<file path="src/rtl/conv1_window_feeder_pkg.sv">
// Shared CNN package: default geometry of the ECG front end and the sample and
// window types used by the window feeder and by the conv layer's input port.
package conv1_window_feeder_pkg;

    localparam int DEF_DW      = 8;
    localparam int DEF_K       = 5;
    localparam int DEF_SEG_LEN = 187;

    typedef logic signed [DEF_DW-1:0] sample_t;
    typedef sample_t [DEF_K-1:0]      window_t;

endpackage

</file>
<file path="src/rtl/conv1_window_feeder_if.sv">
// Sample-in / window-out handshake bundle for the conv1 window feeder.
// The master modport is the feeder itself; the slave modport is its
// surroundings (sample source and conv-layer consumer).
interface conv1_window_feeder_if #(
    parameter int DW      = conv1_window_feeder_pkg::DEF_DW,
    parameter int K       = conv1_window_feeder_pkg::DEF_K,
    parameter int SEG_LEN = conv1_window_feeder_pkg::DEF_SEG_LEN
);
    import conv1_window_feeder_pkg::*;

    localparam int IDX_W = $clog2(SEG_LEN - K + 1);

    logic                   s_valid;
    logic                   s_ready;
    logic signed [DW-1:0]   s_data;
    logic                   flush;
    logic                   m_valid;
    logic                   m_ready;
    logic [K-1:0][DW-1:0]   m_win;
    logic [IDX_W-1:0]       m_idx;
    logic                   m_last;

    modport master (
        input  s_valid, s_data, flush, m_ready,
        output s_ready, m_valid, m_win, m_idx, m_last
    );

    modport slave (
        output s_valid, s_data, flush, m_ready,
        input  s_ready, m_valid, m_win, m_idx, m_last
    );

endinterface

</file>
<file path="src/rtl/conv1_window_feeder.sv">
// Sliding-window front end for the first conv stage: shifts accepted ECG
// samples into a K-deep register and presents a stride-1 window for every
// sample from the K-th of each beat segment onward. Windows never straddle
// a segment boundary because the counter restarts in FILL after each segment.
module conv1_window_feeder #(
    parameter int DW      = conv1_window_feeder_pkg::DEF_DW,
    parameter int K       = conv1_window_feeder_pkg::DEF_K,
    parameter int SEG_LEN = conv1_window_feeder_pkg::DEF_SEG_LEN
) (
    input logic                   clk,
    input logic                   rst,
    conv1_window_feeder_if.master bus
);
    import conv1_window_feeder_pkg::*;

    localparam int CNT_W = $clog2(SEG_LEN);
    localparam int IDX_W = $clog2(SEG_LEN - K + 1);
    localparam logic [CNT_W-1:0] LAST_CNT  = CNT_W'(SEG_LEN - 1);
    localparam logic [CNT_W-1:0] FIRST_WIN = CNT_W'(K - 1);

    typedef enum logic {FILL, RUN} state_t;

    state_t               state_q, state_d;
    logic [CNT_W-1:0]     cnt_q, cnt_d;
    logic [K-1:0][DW-1:0] win_q, win_d;
    logic [IDX_W-1:0]     idx_q, idx_d;
    logic                 valid_q, valid_d;
    logic                 last_q, last_d;
    logic                 s_ready;
    logic                 accept;

    // A pending window blocks new samples unless it is consumed this cycle; flush blocks everything.
    always_comb begin
        s_ready = !bus.flush && (!valid_q || bus.m_ready);
        accept  = bus.s_valid && s_ready;
    end

    // Next-state logic: flush wins, then an accepted sample, then a bare consume.
    always_comb begin
        state_d = state_q;
        cnt_d   = cnt_q;
        win_d   = win_q;
        idx_d   = idx_q;
        valid_d = valid_q;
        last_d  = last_q;
        if (bus.flush) begin
            state_d = FILL;
            cnt_d   = '0;
            valid_d = 1'b0;
            last_d  = 1'b0;
        end else if (accept) begin
            win_d = {bus.s_data, win_q[K-1:1]};
            cnt_d = (cnt_q == LAST_CNT) ? '0 : cnt_q + CNT_W'(1);
            if (state_q == RUN) begin
                valid_d = 1'b1;
                idx_d   = IDX_W'(cnt_q - FIRST_WIN);
                last_d  = (cnt_q == LAST_CNT);
            end else begin
                valid_d = 1'b0;
            end
            state_d = (cnt_d >= FIRST_WIN) ? RUN : FILL;
        end else if (bus.m_ready) begin
            valid_d = 1'b0;
        end
    end

    // State register; the shift register is deliberately kept across segments.
    always_ff @(posedge clk or negedge rst) begin
        if (!rst) begin
            state_q <= FILL;
            cnt_q   <= '0;
            win_q   <= '0;
            idx_q   <= '0;
            valid_q <= 1'b0;
            last_q  <= 1'b0;
        end else begin
            state_q <= state_d;
            cnt_q   <= cnt_d;
            win_q   <= win_d;
            idx_q   <= idx_d;
            valid_q <= valid_d;
            last_q  <= last_d;
        end
    end

    assign bus.s_ready = s_ready;
    assign bus.m_valid = valid_q;
    assign bus.m_win   = win_q;
    assign bus.m_idx   = idx_q;
    assign bus.m_last  = last_q;

endmodule

</file>
<file path="src/flat_wrapper.sv">
// flat-port wrapper written by rule: the top's interface ports become plain ports
module conv1_window_feeder_flat import conv1_window_feeder_pkg::*;
#(
    parameter int DW      = conv1_window_feeder_pkg::DEF_DW,
    parameter int K       = conv1_window_feeder_pkg::DEF_K,
    parameter int SEG_LEN = conv1_window_feeder_pkg::DEF_SEG_LEN
)
  (clk, rst, bus_s_valid, bus_s_data, bus_flush, bus_m_ready, bus_s_ready, bus_m_valid, bus_m_win, bus_m_idx, bus_m_last);
  conv1_window_feeder_if #(.DW(DW), .K(K), .SEG_LEN(SEG_LEN)) bus_i ();
  input logic clk;
  input logic rst;
  input wire logic [$bits(bus_i.s_valid)-1:0] bus_s_valid;
  input wire logic [$bits(bus_i.s_data)-1:0] bus_s_data;
  input wire logic [$bits(bus_i.flush)-1:0] bus_flush;
  input wire logic [$bits(bus_i.m_ready)-1:0] bus_m_ready;
  output wire logic [$bits(bus_i.s_ready)-1:0] bus_s_ready;
  output wire logic [$bits(bus_i.m_valid)-1:0] bus_m_valid;
  output wire logic [$bits(bus_i.m_win)-1:0] bus_m_win;
  output wire logic [$bits(bus_i.m_idx)-1:0] bus_m_idx;
  output wire logic [$bits(bus_i.m_last)-1:0] bus_m_last;
  assign bus_i.s_valid = bus_s_valid;
  assign bus_i.s_data = bus_s_data;
  assign bus_i.flush = bus_flush;
  assign bus_i.m_ready = bus_m_ready;
  assign bus_s_ready = bus_i.s_ready;
  assign bus_m_valid = bus_i.m_valid;
  assign bus_m_win = bus_i.m_win;
  assign bus_m_idx = bus_i.m_idx;
  assign bus_m_last = bus_i.m_last;
  conv1_window_feeder #(.DW(DW), .K(K), .SEG_LEN(SEG_LEN)) u_core (.clk(clk), .rst(rst), .bus(bus_i));
endmodule
</file>
<file path="config.mk">
export PLATFORM = sky130hd
export DESIGN_NAME = conv1_window_feeder_flat
export DESIGN_NICKNAME = d
export VERILOG_FILES = /design/src/rtl/conv1_window_feeder_pkg.sv /design/src/rtl/conv1_window_feeder_if.sv /design/src/rtl/conv1_window_feeder.sv /design/src/flat_wrapper.sv
export SDC_FILE = /design/constraint.sdc
export NUM_CORES = 1
export LEC_CHECK = 0
export BUFFER_PORTS_ARGS = -buffer_cell sky130_fd_sc_hd__buf_2
export CAP_MARGIN = 20
export CORE_AREA = 2 2 95 87
export DETAILED_ROUTE_END_ITERATION = 6
export DIE_AREA = 0 0 97 89
export PLACE_DENSITY_LB_ADDON = 0.25
export SYNTH_ARGS = -nofsm -noshare
export SYNTH_HDL_FRONTEND = slang
export SYNTH_SLANG_ARGS = --single-unit
</file>
<file path="constraint.sdc">
create_clock -name clk -period 2.3 [get_ports clk]
set_input_delay 0.345 -clock clk [delete_from_list [all_inputs] [get_ports clk]]
set_output_delay 0.345 -clock clk [all_outputs]
set_load 0.02 [all_outputs]
</file>
Word level (Yosys, flattened, before mapping)
Index checks and enable logic that the tools add are counted.

storage, ports and cells
  bits in registers = 59
  latch bits = 0
  bits in writable memories = 0
  ROM bits = 0
  bits of input ports = 13
  output and inout bits = 51
  logic and storage cells = 39
  memories kept = 0

operators by class
  add/sub/neg operators = 2
  $mul = 0
  div/mod/pow operators = 0
  magnitude comparators = 1
  equality and inequality tests = 1
  shifts and indexed selects = 0
  mux-type cells = 13
  bitwise operators = 1
  reduce and logical (&&, ||, !) cells = 11

operator list
  cell                                                               number
  two-way mux 8 bit                                                  3
  two-way mux 1 bit                                                  10
  adder 8 x 1 -> 8 bit, second input constant                        1
  == test 8 bit, second input constant                               1
  greater-or-equal comparator 8 x 3 -> 1 bit, second input constant  1
  subtractor 8 x 3 -> 8 bit, second input constant                   1
  AND reduction 2 bit                                                2
  nonzero test 2 bit                                                 2
  AND reduction 3 bit                                                1
  nonzero test 3 bit                                                 1
  logical AND 1 bit                                                  2
  zero test 1 bit                                                    2
  logical OR 1 bit                                                   1
  NOT 1 bit                                                          1

Depth between registers and ports, before layout
  depth after elaboration = 6
  gate-level depth with buffers = 8

Worst setup path after synthesis
Ideal clock, no wire load.

  path type = register to register
  start point = reg u_core.cnt_q[2]
  end point = reg u_core.state_q
  arrival time = 1.669 ns
  data required time = 2.179 ns
  path slack = 0.511 ns
  cell stages (with the launch flop) = 8
  buffers on the path = 0
  clock period less this slack = 1.789 ns
  cells stage by stage = dfrtp_1 -> inv_1 -> ha_1 -> nand4_1 -> or3_4 -> a311oi_2 -> nand4_1 -> a22o_1

on the way
  cells in the longest elaborated chain, start to end = 6
  elaborated cells between the ends (all ways) = 7
  classes of those cells = 1 x add/sub; 1 x order compare; 1 x eq/ne; 4 x mux

ends and longest elaborated chain
  item                                                   line                       text
  start: declaration                                     conv1_window_feeder.sv:24  logic [CNT_W-1:0] cnt_q, cnt_d;
  start signal: assignment                               conv1_window_feeder.sv:78  cnt_q <= cnt_d;
  adder 8 x 1 -> 8 bit or == test 8 bit (tied branches)  conv1_window_feeder.sv:53  cnt_d = (cnt_q == LAST_CNT) ? '0 : cnt_q + CNT_W'(1);
  two-way mux 8 bit (*)                                  conv1_window_feeder.sv:53
  greater-or-equal comparator 8 x 3 -> 1 bit (*)         conv1_window_feeder.sv:61  state_d = (cnt_d >= FIRST_WIN) ? RUN : FILL;
  two-way mux 1 bit (*)                                  conv1_window_feeder.sv:61
  two-way mux 1 bit (*)                                  conv1_window_feeder.sv:51  end else if (accept) begin
  two-way mux 1 bit (*)                                  conv1_window_feeder.sv:46  if (bus.flush) begin
  end signal: assignment                                 conv1_window_feeder.sv:77  state_q <= state_d;
  end: declaration                                       conv1_window_feeder.sv:23  state_t state_q, state_d;

Every way passes the cells marked *; elsewhere a longest branch is shown, timed or not. The select of a mux whose other input is x is not followed.
A chain may end at the register's enable or synchronous reset.

Worst setup path after layout
Ends and elaborated chain as after synthesis.

==> flow_metrics.py <==
metrics = {
    "place": {
        "place_hpwl_um": 3740,
        "numPortBuffers": 63,
        "globalplace.congestion": 0.852,
    },
    "route": {
        "drt_pass1_iterations": 4,
        "routed_via_density": 4.52,
        "vias": 2020,
        "drt-initial-drc-count": 130,
        "drc_errors": 0,
        "drtAntennaViolNets": 0,
        "routed_wl_um": 5560,
        "avgRoutedWirePerCell_um": 12.4,
    },
    "clocking": {
        "cts_resized": 0,
        "post_cts_buffers": 0,
        "root_buffer": "clkbuf_8",
        "cts_sinks": 59,
        "ctsHtreeMaxLevel": 3,
        "tritoncts": "done",
        "cts_buffers": 9,
        "clockBufferDepth": 2,
        "hold_buffers": 0,
        "insertion_delay_ns": 0.34,
        "clk_pin_slew_ns": 0.07,
    },
    "floorplan": {
        "die_y_um": 89,
        "die_area_um2": 8630,
        "start_util": 0.336,
        "core-area_um2": 7540,
        "core.rowCount": 30,
        "io_pins": 64,
        "fp.dieW_um": 97,
    },
    "yosys": {
        "syn_area_per_cell_um2": 9.02,
        "synth_seq_cells": 59,
        "syn_nets": 299,
        "ys_types": 33,
        "seq_area_frac_synth": 0.582,
        "syn-cell-area_um2": 2530,
        "yosys_warnings": 0,
        "syn-instance-count": 281,
    },
    "sta": {
        "relSlewSlack": 0.536,
        "min_period_ns": 1.99,
        "tightest_slew_ns": 0.696,
        "fin_crit_sh": 0.866,
        "setup_viol": 0,
        "finalHoldViolCount": 0,
        "rsz0062_at_grt": "false",
        "fin_tns_setup_ns": 0,
        "holdWs_ns": 0.0526,
        "fmax_ghz": 0.502,
        "drv_slew": 0,
        "finClkSkew_ns": 0.00672,
    },
    "setup_path": {
        "crit_fanout": 8,
        "cp-start-kind": "flip-flop",
        "crit_type": "flip-flop to flip-flop",
        "worst_ep_arrival_time_ns": 2.22,
        "r2r_start": "u_core.cnt_q[2]$_DFFE_PN0P_",
        "cp-startpoint": "u_core.cnt_q[2]$_DFFE_PN0P_",
        "cp-end-kind": "flip-flop",
        "r2r_slack_ns": 0.31,
        "rr_worst_depth": 7,
        "r2r_end": "u_core.state_q$_DFFE_PN0P_",
        "cp.required_ns": 2.53,
        "cp-endpoint": "u_core.state_q$_DFFE_PN0P_",
    },
    "cells_and_area": {
        "final_nets": 364,
        "layout_commonest_cell": "nand2_1",
        "num_antenna_cells": 0,
        "drive_gt1_frac": 0.251,
        "area_growth_pct": 26.1,
        "layout_common_cells": "136 x nand2_1, 63 x buf_2, 59 x dfrtp_1",
    },
    "pwr": {
        "p_per_area_nw_per_um2": 977,
        "p_leak_nw": 1.79,
        "power_mw": 3.12,
        "ir_drop_uv": 419,
    },
    "flow_run": {
        "max-cap-violations": 0,
    },
    "global_route": {
        "grt-ovfl-total": 0,
        "grt_usage": 0.141,
        "use_met3": 0.0453,
        "grt_max_degree": 41,
        "grt_pass1_wl_um": 9650,
        "grt_busiest_layer": "met2",
        "grt_pass1_vias": 1963,
        "grt_use_met2": 0.208,
        "grt_util_met1": 0.190,
        "antenna_found_initial": 0,
    },
    "outcome": {
        "status": "finished clean",
    },
    "min_path": {
        "hold_class": "input port to async pin",
    },
}
[registers in the layout, indices dropped and copies added (netlist names)]
register            cells
u_core.bus.m_idx        8
u_core.bus.m_valid      1
u_core.bus.m_last       1
u_core.bus.m_win       40
u_core.cnt_q            8
u_core.state_q          1
[critical path, cell delays in order, from the launching register on]
cell      delay, ns
dfrtp_1        0.46
inv_1          0.16
ha_1           0.17
nand4_1        0.09
or3_4          0.39
a311oi_2       0.29
nand4_1        0.11
a22o_1         0.21
[worst min-delay path by stage]
stage          start                         endpoint  cells after the start
2_1_floorplan    rst  u_core.bus.m_idx[0]$_DFFE_PN0P_                      0
3_3_place_gp     rst  u_core.bus.m_idx[1]$_DFFE_PN0P_                      1
3_5_place_dp     rst  u_core.bus.m_idx[1]$_DFFE_PN0P_                      1
4_1_cts          rst      u_core.cnt_q[0]$_DFFE_PN0P_                      1
5_1_grt          rst  u_core.bus.m_idx[1]$_DFFE_PN0P_                      1
6_report         rst  u_core.bus.m_idx[1]$_DFFE_PN0P_                      1
[metal layers]
layer | wire length [um] | up-vias
li1 | - | 1028
met1 | 2750 | 933
met2 | 2380 | 49
met3 | 305 | 10
met4 | 121 | 0
met5 | 0 | -
[synthesized netlist by cell type]
library cell / number / area [um^2]
nand4_1: 3 / 18.8
a22o_1: 2 / 17.5
buf_6: 1 / 11.3
nor3_1: 1 / 5.00
nand3_1: 2 / 10.0
a21boi_0: 1 / 7.51
dfrtp_1: 59 / 1480
buf_2: 4 / 20.0
nor2b_1: 2 / 12.5
o2bb2ai_1: 1 / 8.76
nor3b_1: 1 / 7.51
ha_1: 5 / 62.6
nand3b_1: 2 / 15.0
and2_1: 1 / 6.26
a311oi_2: 1 / 15.0
o21ai_0: 14 / 70.1
o22ai_1: 1 / 6.26
or3_1: 1 / 6.26
nor2_1: 7 / 26.3
or3_4: 1 / 11.3
a31o_2: 1 / 8.76
mux2_2: 1 / 11.3
nand2_1: 136 / 510
or2_1: 1 / 6.26
nand2b_1: 1 / 6.26
inv_1: 5 / 18.8
xnor2_1: 4 / 35.0
nand4_2: 1 / 12.5
and3b_1: 1 / 8.76
a21oi_1: 6 / 30.0
a31oi_1: 2 / 12.5
clkbuf_1: 9 / 33.8
xor2_1: 3 / 26.3
[through the flow]
step | util | std cells | setup WS (ns) | area (um^2)
after floorplan | - | 281 | 0.511 | 2530
final | 0.424 | 447 | 0.309 | 3200
after detailed placement | 0.392 | 431 | 0.321 | 2960
after global routing | 0.424 | 447 | 0.180 | 3200
after global placement | 0.392 | 431 | 0.423 | 2960
after CTS | 0.424 | 447 | 0.304 | 3200
[power breakdown]
group	internal, mW	switching, mW
clock network	0.746	0.402
registers	1.22	0.121
logic	0.207	0.431
total	2.17	0.954
[cell type report]
type / instances / area (um^2)
Clock inverter: 5 / 100
Inverter: 5 / 18.8
Timing Repair Buffer: 68 / 365
Multi-Input combinational cell: 203 / 975
Tap cell: 96 / 120
Fill cell: 758 / 4350
Clock buffer: 11 / 141
Sequential cell: 59 / 1480
[logic make-up after synthesis]
kind of cell,Yosys count,share of synthesized area
AOI/OAI and AO/OA,29,0.0696
xor gates and xnor gates,7,0.0242
adders and majority gates,5,0.0247
buffers and inverters,19,0.0331
DFF,59,0.582
muxes,1,0.00444
and+or+nand+nor,161,0.262
(Power assumes the default switching activity.)
